[config.mk]
export PLATFORM = sky130hd
export DESIGN_NAME = multiplicador_shift_add
export DESIGN_NICKNAME = d
export VERILOG_FILES = /design/src/rtl/multiplicador_shift_add_pkg.sv /design/src/rtl/multiplicador_shift_add.sv
export SDC_FILE = /design/constraint.sdc
export NUM_CORES = 1
export LEC_CHECK = 0
export ABC_AREA = 1
export CAP_MARGIN = 20
export CORE_MARGIN = 2
export CORE_UTILIZATION = 39
export CTS_CLUSTER_DIAMETER = 40
export DETAILED_ROUTE_END_ITERATION = 10
export PLACE_DENSITY = 0.61
export SETUP_SLACK_MARGIN = 0.15
export SLEW_MARGIN = 5
export SYNTH_ARGS = -nofsm -noshare
export SYNTH_HDL_FRONTEND = slang
export SYNTH_SLANG_ARGS = --single-unit
[constraint.sdc]
create_clock -name clk -period 3.2 [get_ports clk]
set_input_delay 0.32 -clock clk [delete_from_list [all_inputs] [get_ports clk]]
set_output_delay 0.32 -clock clk [all_outputs]
set_load 0.005 [all_outputs]
[src/rtl/multiplicador_shift_add_pkg.sv]
// Shared definitions for the shift-and-add multiply-accumulate unit.
// The state encoding lives here so checkers can decode the debug state output.
package mult_pkg;

    localparam int W_DEF = 8;

    typedef enum logic [1:0] {
        IDLE = 2'd0,
        RUN  = 2'd1,
        DONE = 2'd2
    } mult_state_t;

endpackage

[src/rtl/multiplicador_shift_add.sv]
// Sequential unsigned multiply-accumulate: P = A_in*B_in + C_in, one multiplier bit per cycle.
// Handshake: start is sampled only in IDLE; busy covers RUN and DONE; done is a one-cycle pulse with P valid.
module multiplicador_shift_add
    import mult_pkg::*;
#(
    parameter int W = W_DEF
) (
    input  logic           clk,
    input  logic           rst,
    input  logic           start,
    input  logic [W-1:0]   A_in,
    input  logic [W-1:0]   B_in,
    input  logic [W-1:0]   C_in,
    output logic [2*W-1:0] P,
    output logic           busy,
    output logic           done,
    output mult_state_t    state_dbg
);

    localparam int CW = (W > 1) ? $clog2(W) : 1;

    mult_state_t    state;
    mult_state_t    state_nx;
    logic [2*W-1:0] a_sh;
    logic [W-1:0]   b_sh;
    logic [2*W-1:0] acc;
    logic [2*W-1:0] acc_nx;
    logic [CW-1:0]  cnt;
    logic           last_iter;

    // The last iteration's add must reach P in the same edge that enters DONE.
    assign acc_nx    = b_sh[0] ? (acc + a_sh) : acc;
    assign last_iter = (cnt == CW'(W - 1));

    always_comb begin
        state_nx = state;
        case (state)
            IDLE:    if (start) state_nx = RUN;
            RUN:     if (last_iter) state_nx = DONE;
            DONE:    state_nx = IDLE;
            default: state_nx = IDLE;
        endcase
    end

    always_ff @(posedge clk) begin
        if (rst) begin
            state <= IDLE;
            a_sh  <= '0;
            b_sh  <= '0;
            acc   <= '0;
            cnt   <= '0;
            P     <= '0;
        end else begin
            state <= state_nx;
            case (state)
                IDLE: begin
                    if (start) begin
                        a_sh <= {{W{1'b0}}, A_in};
                        b_sh <= B_in;
                        acc  <= {{W{1'b0}}, C_in};
                        cnt  <= '0;
                    end
                end
                RUN: begin
                    acc  <= acc_nx;
                    a_sh <= a_sh << 1;
                    b_sh <= b_sh >> 1;
                    cnt  <= cnt + CW'(1);
                    if (last_iter) P <= acc_nx;
                end
                default: ;
            endcase
        end
    end

    assign busy      = (state == RUN) || (state == DONE);
    assign done      = (state == DONE);
    assign state_dbg = state;

endmodule

==> key figures, run 1 <==
Timing
  • Min Tclk post-route: just over 2 ns
  • Setup TNS: 0 ns
  • PnR worst setup slack: around 1.1 ns
  • RSZ-0062 raised after global routing: false
  • Clock skew: 0.01134 ns
  • Worst-margin pin slew: slightly below 0.8 ns
  • Worst rel slew slack: 0.4713
  • Fmax: 0.4831 GHz
  • Hold_ws: ~0.48 ns
  • Final hold vios: 0
  • Period utilization: 0.6469
  • Number of max-slew violations in the final report: 0
  • Setup violators final: 0

Job
  • Max-Cap Viols: 0

Power and ir drop
  • Sw Ratio: 0.3338
  • Comb pwr share: 0.243
  • Clock share of power: 0.335
  • Sequential Power Share: 0.422
  • PD cells: approximately 480 nW/µm²
  • Maximum VDD drop: around 210 µV
  • Power Total: between 2 and 2.5 mW
  • LEAKAGE: ~2.0 nW
  • P_sw: ~0.7 mW
  • P_int: around 1.4 mW

Synthesis
  • Post-synthesis register bit count: 61
  • Yosys warns: 0
  • Mapped Nets: a little under 600
  • Syn avg cell area: between 6 and 7 µm²
  • Cells after synthesis: about 540
  • Synth area leaders: dfxtp_1 (34%), nand2_1 (18%), ha_1 (6.9%), inv_1 (6.2%), a21oi_1 (5.0%)
  • Synthesized area: ~3600 µm²
  • Synth top area share: 0.3363
  • Post-synth top area cell: dfxtp_1
  • Library cells used by synthesis: 35
  • Post-synthesis sequential area ratio: 0.3363

Cells and area
  • Multi-input logic area: around 2000 µm²
  • Ant diodes: 0
  • Post-route cell area: approximately 4300 µm²
  • Area delta synth->final: 19.19%
  • Fin nets: between 600 and 700
  • Layout cells sized above 1: 0.08518
  • Reg area: 1221 µm²
  • Layout fillers: between 900 and 1,000

Critical path
  • WP data arrival: 2.31 ns
  • Critical Path End Type: register
  • CP max stage delay: 0.61 ns
  • R2R setup slack: 1.13 ns
  • Critical Path Fanout Max: 29
  • Cell family with most CP delay: buffers and inverters
  • Most used cell, CP: inv_1
  • Crit-path slowest cell: inv_1
  • Startpoint Class: register
  • Worst Path Buf+Inv: 3
  • Critical path type: register to register
  • Critical Path RT: between 3 and 4 ns
  • Worst-path cell chain: inv_1 > ha_1 > nand2_1 > inv_1 > o211ai_1 > o211ai_1 > inv_1

Clock network
  • Worst skew pair latency: 0.36 ns
  • Total setup buffers inserted after CTS: 0
  • Clk root buf: clkbuf_8
  • Post-CTS sizing: 0
  • Hold buffer count at cts: 0
  • Total CTS buffers: 9
  • CTS tree: built
  • Maximum clock insertion buffer count: 2
  • CTS Sinks: 61
  • H-tree depth: 3
  • Clock transition at path regs: 0.07 ns

Placed design
  • Dpl cell area: 4135 µm²
  • Placer congestion estimate: slightly below 0.9
  • Post-DP HPWL: roughly 6400 µm
  • Place WS: around 1.1 ns
  • PortBufs: 46

Route
  • First-pass DRT Iterations: 4
  • Routed WL: ~9000 µm
  • Starting DRC count in detailed routing: between 100 and 150
  • Antenna-violating nets left: 0
  • Total number of vias: between 3,000 and 4,000
  • DRC: 0
  • Routed len/inst: between 10 and 15 µm
  • Via density: ~4.9

Floorplan
  • Die Area: around 10,000 µm²
  • Std cell rows: 35
  • Chip Width: 100.5 µm
  • Die Height: 100.5 µm
  • Starting Density: 0.3967
  • Core ar.: ~9200 µm²
  • Io pins: 47

GRT
  • Overflow after GRT: 0
  • First-pass GRT wire length: 15,610 µm
  • Antenna violations before repair: 0
  • Largest net degree at the start of global routing: 38
  • Vias in the first global route: 3,408
  • GRT Total Usage: 0.1929

Min path
  • Worst hold path class: register to register

Run status
  • Run status: finished, final reports clean
metal layers:
metal  vias to the layer above  GRT usage  wire (µm)
met5                         -          0          0
met4                         0    0.05374         94
met3                        12    0.04092        325
met2                        43     0.3129       4018
met1                      1532     0.2600       4566
li1                       1819          -          -
worst paths after layout:
check | start | end | cells after the start
setup / recovery | state_dbg[1] | P[7] | 7
hold / removal | cnt[0] | cnt[0] | 1
setup reg to reg | state_dbg[1] | P[7] | 7
hold reg to reg | cnt[0] | cnt[0] | 1
power groups by stage:
stage / Clock [mW] / Combinational (mW) / Sequential [mW]
after detailed placement: 0 / 0.503 / 0.889
after global routing: 0.737 / 0.575 / 0.879
after CTS: 0.704 / 0.506 / 0.872
final: 0.692 / 0.503 / 0.871
after floorplan: 0 / 0.383 / 0.864
after global placement: 0 / 0.500 / 0.887
registers in the layout (all words and copies together), names as in the netlist:
name       count
b_sh           8
cnt            3
a_sh          16
state_dbg      2
acc           16
P             16
layout by cell type, fill, tap and decap left out, types with 2 or more instances in the layout:
| cell type | netlist | final |
|---|---|---|
| inv_2 | 2 | 2 |
| buf_4 | 1 | 6 |
| a31oi_1 | 14 | 14 |
| or2_2 | 8 | 8 |
| nand3_2 | 9 | 9 |
| a21oi_2 | 4 | 4 |
| clkinv_4 | 0 | 3 |
| clkdlybuf4s50_1 | 0 | 46 |
| xor2_1 | 3 | 3 |
| o21ai_0 | 32 | 32 |
| clkbuf_8 | 0 | 9 |
| mux2i_1 | 2 | 2 |
| clkbuf_1 | 9 | 2 |
| dfxtp_1 | 61 | 61 |
| ha_1 | 20 | 20 |
| and2_1 | 2 | 2 |
| xnor2_1 | 2 | 2 |
| nand3_1 | 25 | 25 |
| a21o_1 | 2 | 2 |
| nor2_1 | 41 | 41 |
| nand2_2 | 4 | 4 |
| a21oi_1 | 36 | 36 |
| inv_1 | 60 | 60 |
| nand2_1 | 176 | 176 |
| o211ai_1 | 6 | 6 |
worst register-to-register path: stages, from the launching register on:
cell and delay (ns):
dfxtp_1 0.34, inv_1 0.09, ha_1 0.35, nand2_1 0.16, inv_1 0.61, o211ai_1 0.21, o211ai_1 0.14, inv_1 0.07
logic make-up (layout without fill, tap and decap cells):
logic type                 count (synthesis)  count (layout)  share of synthesized area
adders and majority gates                 21              21                    0.07443
DFF                                       61              61                     0.3363
buffers and inverters                     87             131                     0.1037
xor gates and xnor gates                   5               5                    0.01206
and+or+nand+nor                          271             271                     0.3208
muxes                                      2               2                   0.005514
AOI/OAI and AO/OA                         96              96                     0.1471
final cells by class:
type / instances / share of cell area
flip-flops and latches: 61 / 0.2822
repair buffers: 52 / 0.1168
clock inverters: 5 / 0.01417
multi-input cells: 395 / 0.4698
inverters: 63 / 0.05464
well taps: 111 / 0.03209
clock buffers: 11 / 0.03036
stage by stage:
step	cells	utilization
after CTS	698	0.4729
after floorplan	543	-
final	698	0.4729
after global placement	682	0.4518
after detailed placement	682	0.4518
after global routing	698	0.4729
Yosys cell counts, drive strengths merged:
cell and count:
nand2 180, inv 62, dfxtp 61, nor2 41, a21oi 40, nand3 34
o21ai 33, ha 20, a31oi 14, buf 14, or2 10, clkbuf 9
o211ai 6, and2 3, xor2 3, a21o 2, mux2i 2, xnor2 2
clkinv 1, dlygate4sd1 1, fa 1, nand3b 1, nand4 1, nor3 1
o22ai 1
Power figures use the tool's default switching activity.
==> inputs of run 2 (changes only) <==
==> constraint.sdc (replaced) <==
create_clock -name clk -period 2 [get_ports clk]
set_input_delay 0.2 -clock clk [delete_from_list [all_inputs] [get_ports clk]]
set_output_delay 0.2 -clock clk [all_outputs]
set_load 0.005 [all_outputs]
==> run 2 against run 1 <==
  * Sequential share of layout area decreased by 1.2 points
  * Die area unchanged
  * Global-route usage increased by 0.62 points
  * Clock skew fell by 0.0039 ns
  * Critical path depth grew 6
  * Setup slack lost 0.91 ns
==> key figures, run 2 (synthesis gave the netlist of run 1 again) <==
Critical path
  • Critical Path Fanout Max: 3
  • CP max stage delay: around 0.36 ns
  • Critical Path RT: approximately 2.3 ns
  • Startpoint Class: register
  • Critical Path End Type: register
  • Worst-path cell chain: ha_4 > fa_2 > nand2_2 > nand2_2 > and2_4 > nand2_1 > nand2_1 > xnor2_1 > nand2_1 > nand2_1 > nand2_1 > nand2_1 > inv_1
  • WP data arrival: a little over 2 ns
  • Crit-path slowest cell: fa_2
  • Most used cell, CP: nand2_1
  • Critical path type: register to register

Cells and area
  • Area delta synth->final: 25.84%
  • Top Registers: P: 16 flops, a_sh: 16 flops, acc: 16 flops
  • Commonest non-fill, non-tap cell in the layout: nand2_1
  • Ant diodes: 0
  • Layout cells sized above 1: 0.1566
  • Multi-input logic area: 2163 µm²
  • Fin nets: roughly 640
  • Layout fillers: 893
  • Most frequent cells in the layout: nand2_1 (169), inv_1 (59), dfxtp_1 (49)
  • Reg area: between 1000 and 1500 µm²

Clock network
  • Clock transition at path regs: approximately 0.070 ns
  • Maximum clock insertion buffer count: 2
  • CTS tree: built
  • Clk root buf: clkbuf_8
  • H-tree depth: 3
  • Total CTS buffers: 9
  • CTS Sinks: approximately 60
  • Worst skew pair latency: around 0.35 ns

Power and ir drop
  • PD cells: 768.4 nW/µm²
  • LEAKAGE: ~2.0 nW
  • Maximum VDD drop: approximately 440 µV
  • Power Total: between 3 and 4 mW

Timing
  • Worst rel slew slack: 0.7248
  • Setup TNS: 0 ns
  • Clock skew: ~0.0074 ns
  • Final hold vios: 0
  • Period utilization: 0.8884
  • Min Tclk post-route: approximately 1.8 ns
  • RSZ-0062 raised after global routing: true
  • Number of max-slew violations in the final report: 0
  • Worst-margin pin slew: 0.4128 ns
  • Fmax: about 0.56 GHz
  • Setup violators final: 0

Placed design
  • PortBufs: 46
  • Placer congestion estimate: 0.8620
  • Post-DP HPWL: about 6600 µm

GRT
  • Antenna violations before repair: 0
  • Busiest grt layer: met2
  • First-pass GRT wire length: about 16,000 µm
  • Largest net degree at the start of global routing: 36
  • M1 GR Usage: 0.2669
  • Met2 Usage GRT: 0.3165
  • GRT Total Usage: 0.1991
  • Overflow after GRT: 0
  • GRT met3 Usage: 0.04993
  • Vias in the first global route: 3,413

Route
  • Starting DRC count in detailed routing: ~160
  • First-pass DRT Iterations: 4
  • Antenna-violating nets left: 0
  • Routed len/inst: ~13 µm
  • DRC: 0
  • Via density: approximately 5.0
  • Total number of vias: between 3,000 and 4,000
  • Routed WL: 9285 µm

Floorplan
  • Die Height: 100.5 µm
  • Chip Width: between 100 and 150 µm
  • Starting Density: 0.3967
  • Core ar.: around 9000 µm²
  • Die Area: 10,100 µm²
  • Io pins: 47
  • Std cell rows: 35

Run status
  • Run status: finished, final reports clean

Job
  • Max-Cap Viols: 0

Min path
  • Worst hold path class: input port to register
## run 2: layout make-up
class	count	share of cell area
flip-flops and latches	61	0.2705
repair buffers	59	0.1276
multi-input cells	395	0.4734
inverters	63	0.05175
clock buffers	13	0.03697
well taps	111	0.03039
clock inverters	3	0.009310
## run 2: final timing paths
kind / start / to / slack (ns) / cells past startpoint
worst max-delay path: a_sh[0] / P[8] / 0.22 / 13
worst min-delay path: B_in[5] / b_sh[5] / 0.42 / 3
worst max register to register: a_sh[0] / P[8] / 0.22 / 13
worst min register to register: b_sh[7] / b_sh[7] / 0.47 / 2
## run 2: power breakdown
group | internal [mW] | total (mW) | leakage [nW] | switching (mW)
sequential | 1.31 | 1.41 | 0.502 | 0.0975
combinational | 0.390 | 0.912 | 1.39 | 0.523
clock | 0.676 | 1.19 | 0.106 | 0.512
## run 2: repair_timing
action	4_1_cts	5_1_grt
setup buffers	0	2
endpoints found under the setup margin	3	34
pin swaps	0	4
hold buffers	0	0
cloned	0	0
gates resized for setup	2	37
## run 2: routing by layer
layer,part of all wire,vias up
met5,0,-
met4,0.019,0
met3,0.035,14
met2,0.45,53
met1,0.49,1606
li1,-,1826
## run 2: critical path, delay by kind of cell (launching register included)
family / cells / cell delay (ns)
xor+xnor: 1 / 0.15
fa+ha+maj: 2 / 0.52
buf+inv: 1 / 0.03
simple gates: 9 / 0.62
flops: 1 / 0.34
## run 2: per-stage QoR
| stage | std cells | util | cell area (µm²) | hold WS, ns | setup slack [ns] |
|---|---|---|---|---|---|
| final | 705 | 0.4992 | 4569 | 0.4164 | 0.2231 |
| after floorplan | 543 | - | 3631 | 0.3600 | 0.2635 |
| after detailed placement | 687 | 0.4586 | 4198 | 0.4559 | 0.1086 |
| after CTS | 703 | 0.4820 | 4412 | 0.4078 | 0.1819 |
| after global placement | 687 | 0.4586 | 4198 | 0.4526 | 0.1490 |
| after global routing | 705 | 0.4992 | 4569 | 0.4274 | 0.06729 |
==> inputs of run 3 (changes only) <==
--- a/config.mk
+++ b/config.mk
@@ -7,13 +7,11 @@
 export LEC_CHECK = 0
 export ABC_AREA = 1
 export CAP_MARGIN = 20
-export CORE_MARGIN = 2
 export CORE_UTILIZATION = 39
 export CTS_CLUSTER_DIAMETER = 40
 export DETAILED_ROUTE_END_ITERATION = 10
 export PLACE_DENSITY = 0.61
 export SETUP_SLACK_MARGIN = 0.15
-export SLEW_MARGIN = 5
 export SYNTH_ARGS = -nofsm -noshare
 export SYNTH_HDL_FRONTEND = slang
 export SYNTH_SLANG_ARGS = --single-unit
==> run 3 against run 2 <==
  * Non-clock buffer count grew 1
  * Hold slack gained 0.014 ns
  * Sequential share of layout area is essentially flat
  * Setup slack lost 0.034 ns
  * Global-route usage grew 0.054 points
  * Count of clock-buffer cells in the layout shrank 3
  * Critical path type unchanged
  * Largest cell class unchanged
  * Largest power group unchanged
  * Highest routed layer unchanged
==> key figures, run 3 (synthesis gave the netlist of run 1 again) <==
Timing
  • Worst rel slew slack: 0.7100
  • Setup TNS: 0 ns
  • Fmax: ~0.55 GHz
  • Clock skew: between 0.01 and 0.015 ns
  • Min Tclk post-route: ~1.8 ns
  • RSZ-0062 raised after global routing: true
  • Period utilization: 0.9054
  • Number of max-slew violations in the final report: 0
  • Worst-margin pin slew: 0.4304 ns
  • Setup violators final: 0
  • Final hold vios: 0

Floorplan
  • Core ar.: between 8000 and 9000 µm²
  • Io pins: 47
  • Starting Density: 0.4104
  • Chip Width: just under 100 µm
  • Die Area: just under 10,000 µm²
  • Die Height: about 98 µm
  • Std cell rows: 34

Critical path
  • Startpoint Class: register
  • Critical Path Fanout Max: 3
  • Critical Path End Type: register
  • CP max stage delay: 0.37 ns
  • WP data arrival: just over 2 ns
  • Crit-path slowest cell: fa_2
  • Critical path type: register to register
  • Critical Path RT: between 2 and 2.5 ns
  • Worst-path cell chain: ha_4 > fa_2 > nand2_2 > nand2_2 > and2_4 > nand2_2 > nand2_2 > xnor2_1 > nand2_1 > nand2_1 > nand2_1 > nand2_1 > inv_1

Cells and area
  • Area delta synth->final: 25.60%
  • Most frequent cells in the layout: nand2_1 (167), inv_1 (60), dfxtp_1 (52)
  • Fin nets: around 640
  • Ant diodes: 0
  • Layout fillers: 924
  • Top Registers: P: 16 flops, a_sh: 16 flops, acc: 16 flops
  • Layout cells sized above 1: 0.1633
  • Commonest non-fill, non-tap cell in the layout: nand2_1

Route
  • DRC: 0
  • Routed len/inst: around 13 µm
  • Via density: 4.957
  • Antenna-violating nets left: 0
  • First-pass DRT Iterations: 6
  • Routed WL: 9360 µm
  • Starting DRC count in detailed routing: about 130
  • Total number of vias: approximately 3,500

GRT
  • Overflow after GRT: 0
  • Vias in the first global route: about 3,300
  • Antenna violations before repair: 0
  • GRT Total Usage: 0.1997
  • First-pass GRT wire length: around 15,000 µm
  • Largest net degree at the start of global routing: 38

Job
  • Max-Cap Viols: 0

Min path
  • Worst hold path class: input port to register

Power and ir drop
  • PD cells: 721.1 nW/µm²
  • Power Total: 3.289 mW
  • Maximum VDD drop: ~360 µV
  • LEAKAGE: a little under 2 nW

Placed design
  • Placer congestion estimate: between 0.8 and 0.9
  • Post-DP HPWL: roughly 6600 µm
  • PortBufs: 46

Clock network
  • Worst skew pair latency: 0.34 ns
  • Hold buffer count at cts: 0
  • Clock transition at path regs: ~0.07 ns
  • H-tree depth: 3
  • CTS Sinks: 61
  • Clk root buf: clkbuf_8
  • CTS tree: built
  • Maximum clock insertion buffer count: 2
  • Total CTS buffers: 9

Run status
  • Run status: finished, final reports clean
-- run 3: cell type report --
type	count	area, µm²	area share
clock buffers	10	137.6	0.03018
repair buffers	60	578.1	0.1267
flip-flops and latches	61	1235	0.2708
well taps	108	135.1	0.02963
inverters	63	240.2	0.05267
clock inverters	5	27.53	0.006036
multi-input cells	395	2207	0.4840
-- run 3: repair_timing --
item,in CTS,in global routing
gates resized for setup,1,41
endpoints found under the setup margin,3,21
setup buffers,0,1
pin swaps,0,8
-- run 3: worst paths after layout --
path	startpoint	end	slack, ns	cells past startpoint
min	B_in[4]	b_sh[4]	0.43	3
max	a_sh[0]	P[8]	0.19	13
min reg2reg	b_sh[7]	b_sh[7]	0.47	2
max reg2reg	a_sh[0]	P[8]	0.19	13
-- run 3: where the power goes --
group          switching (mW)  total [mW]  internal (mW)
logic                   0.528       0.921          0.393
registers              0.0924        1.40           1.31
clock network           0.496       0.963          0.468
total                    1.12        3.29           2.17
-- run 3: metal layers --
layer  wire (µm)  GRT usage
met1        4631     0.2702
met4         114    0.05970
met2        4292     0.3256
met5           0          0
met3         322    0.03546
-- run 3: critical path: cells and delay by family (launching register included) --
family	cells	cell delay (ns)
adders and majority gates	2	0.53
and+or+nand+nor	9	0.64
xor gates and xnor gates	1	0.15
DFF	1	0.36
buffers and inverters	1	0.03
-- run 3: through the flow --
stage	hold slack (ns)	util	std cells	setup WS (ns)	area [µm²]
4_1_cts	0.4130	0.4932	701	0.1626	4364
3_3_place_gp	0.4520	0.4743	686	0.1493	4197
3_5_place_dp	0.4552	0.4743	686	0.1377	4197
5_1_grt	0.4320	0.5154	702	0.07482	4561
2_1_floorplan	0.3600	-	543	0.2635	3631
6_report	0.4309	0.5154	702	0.1891	4561
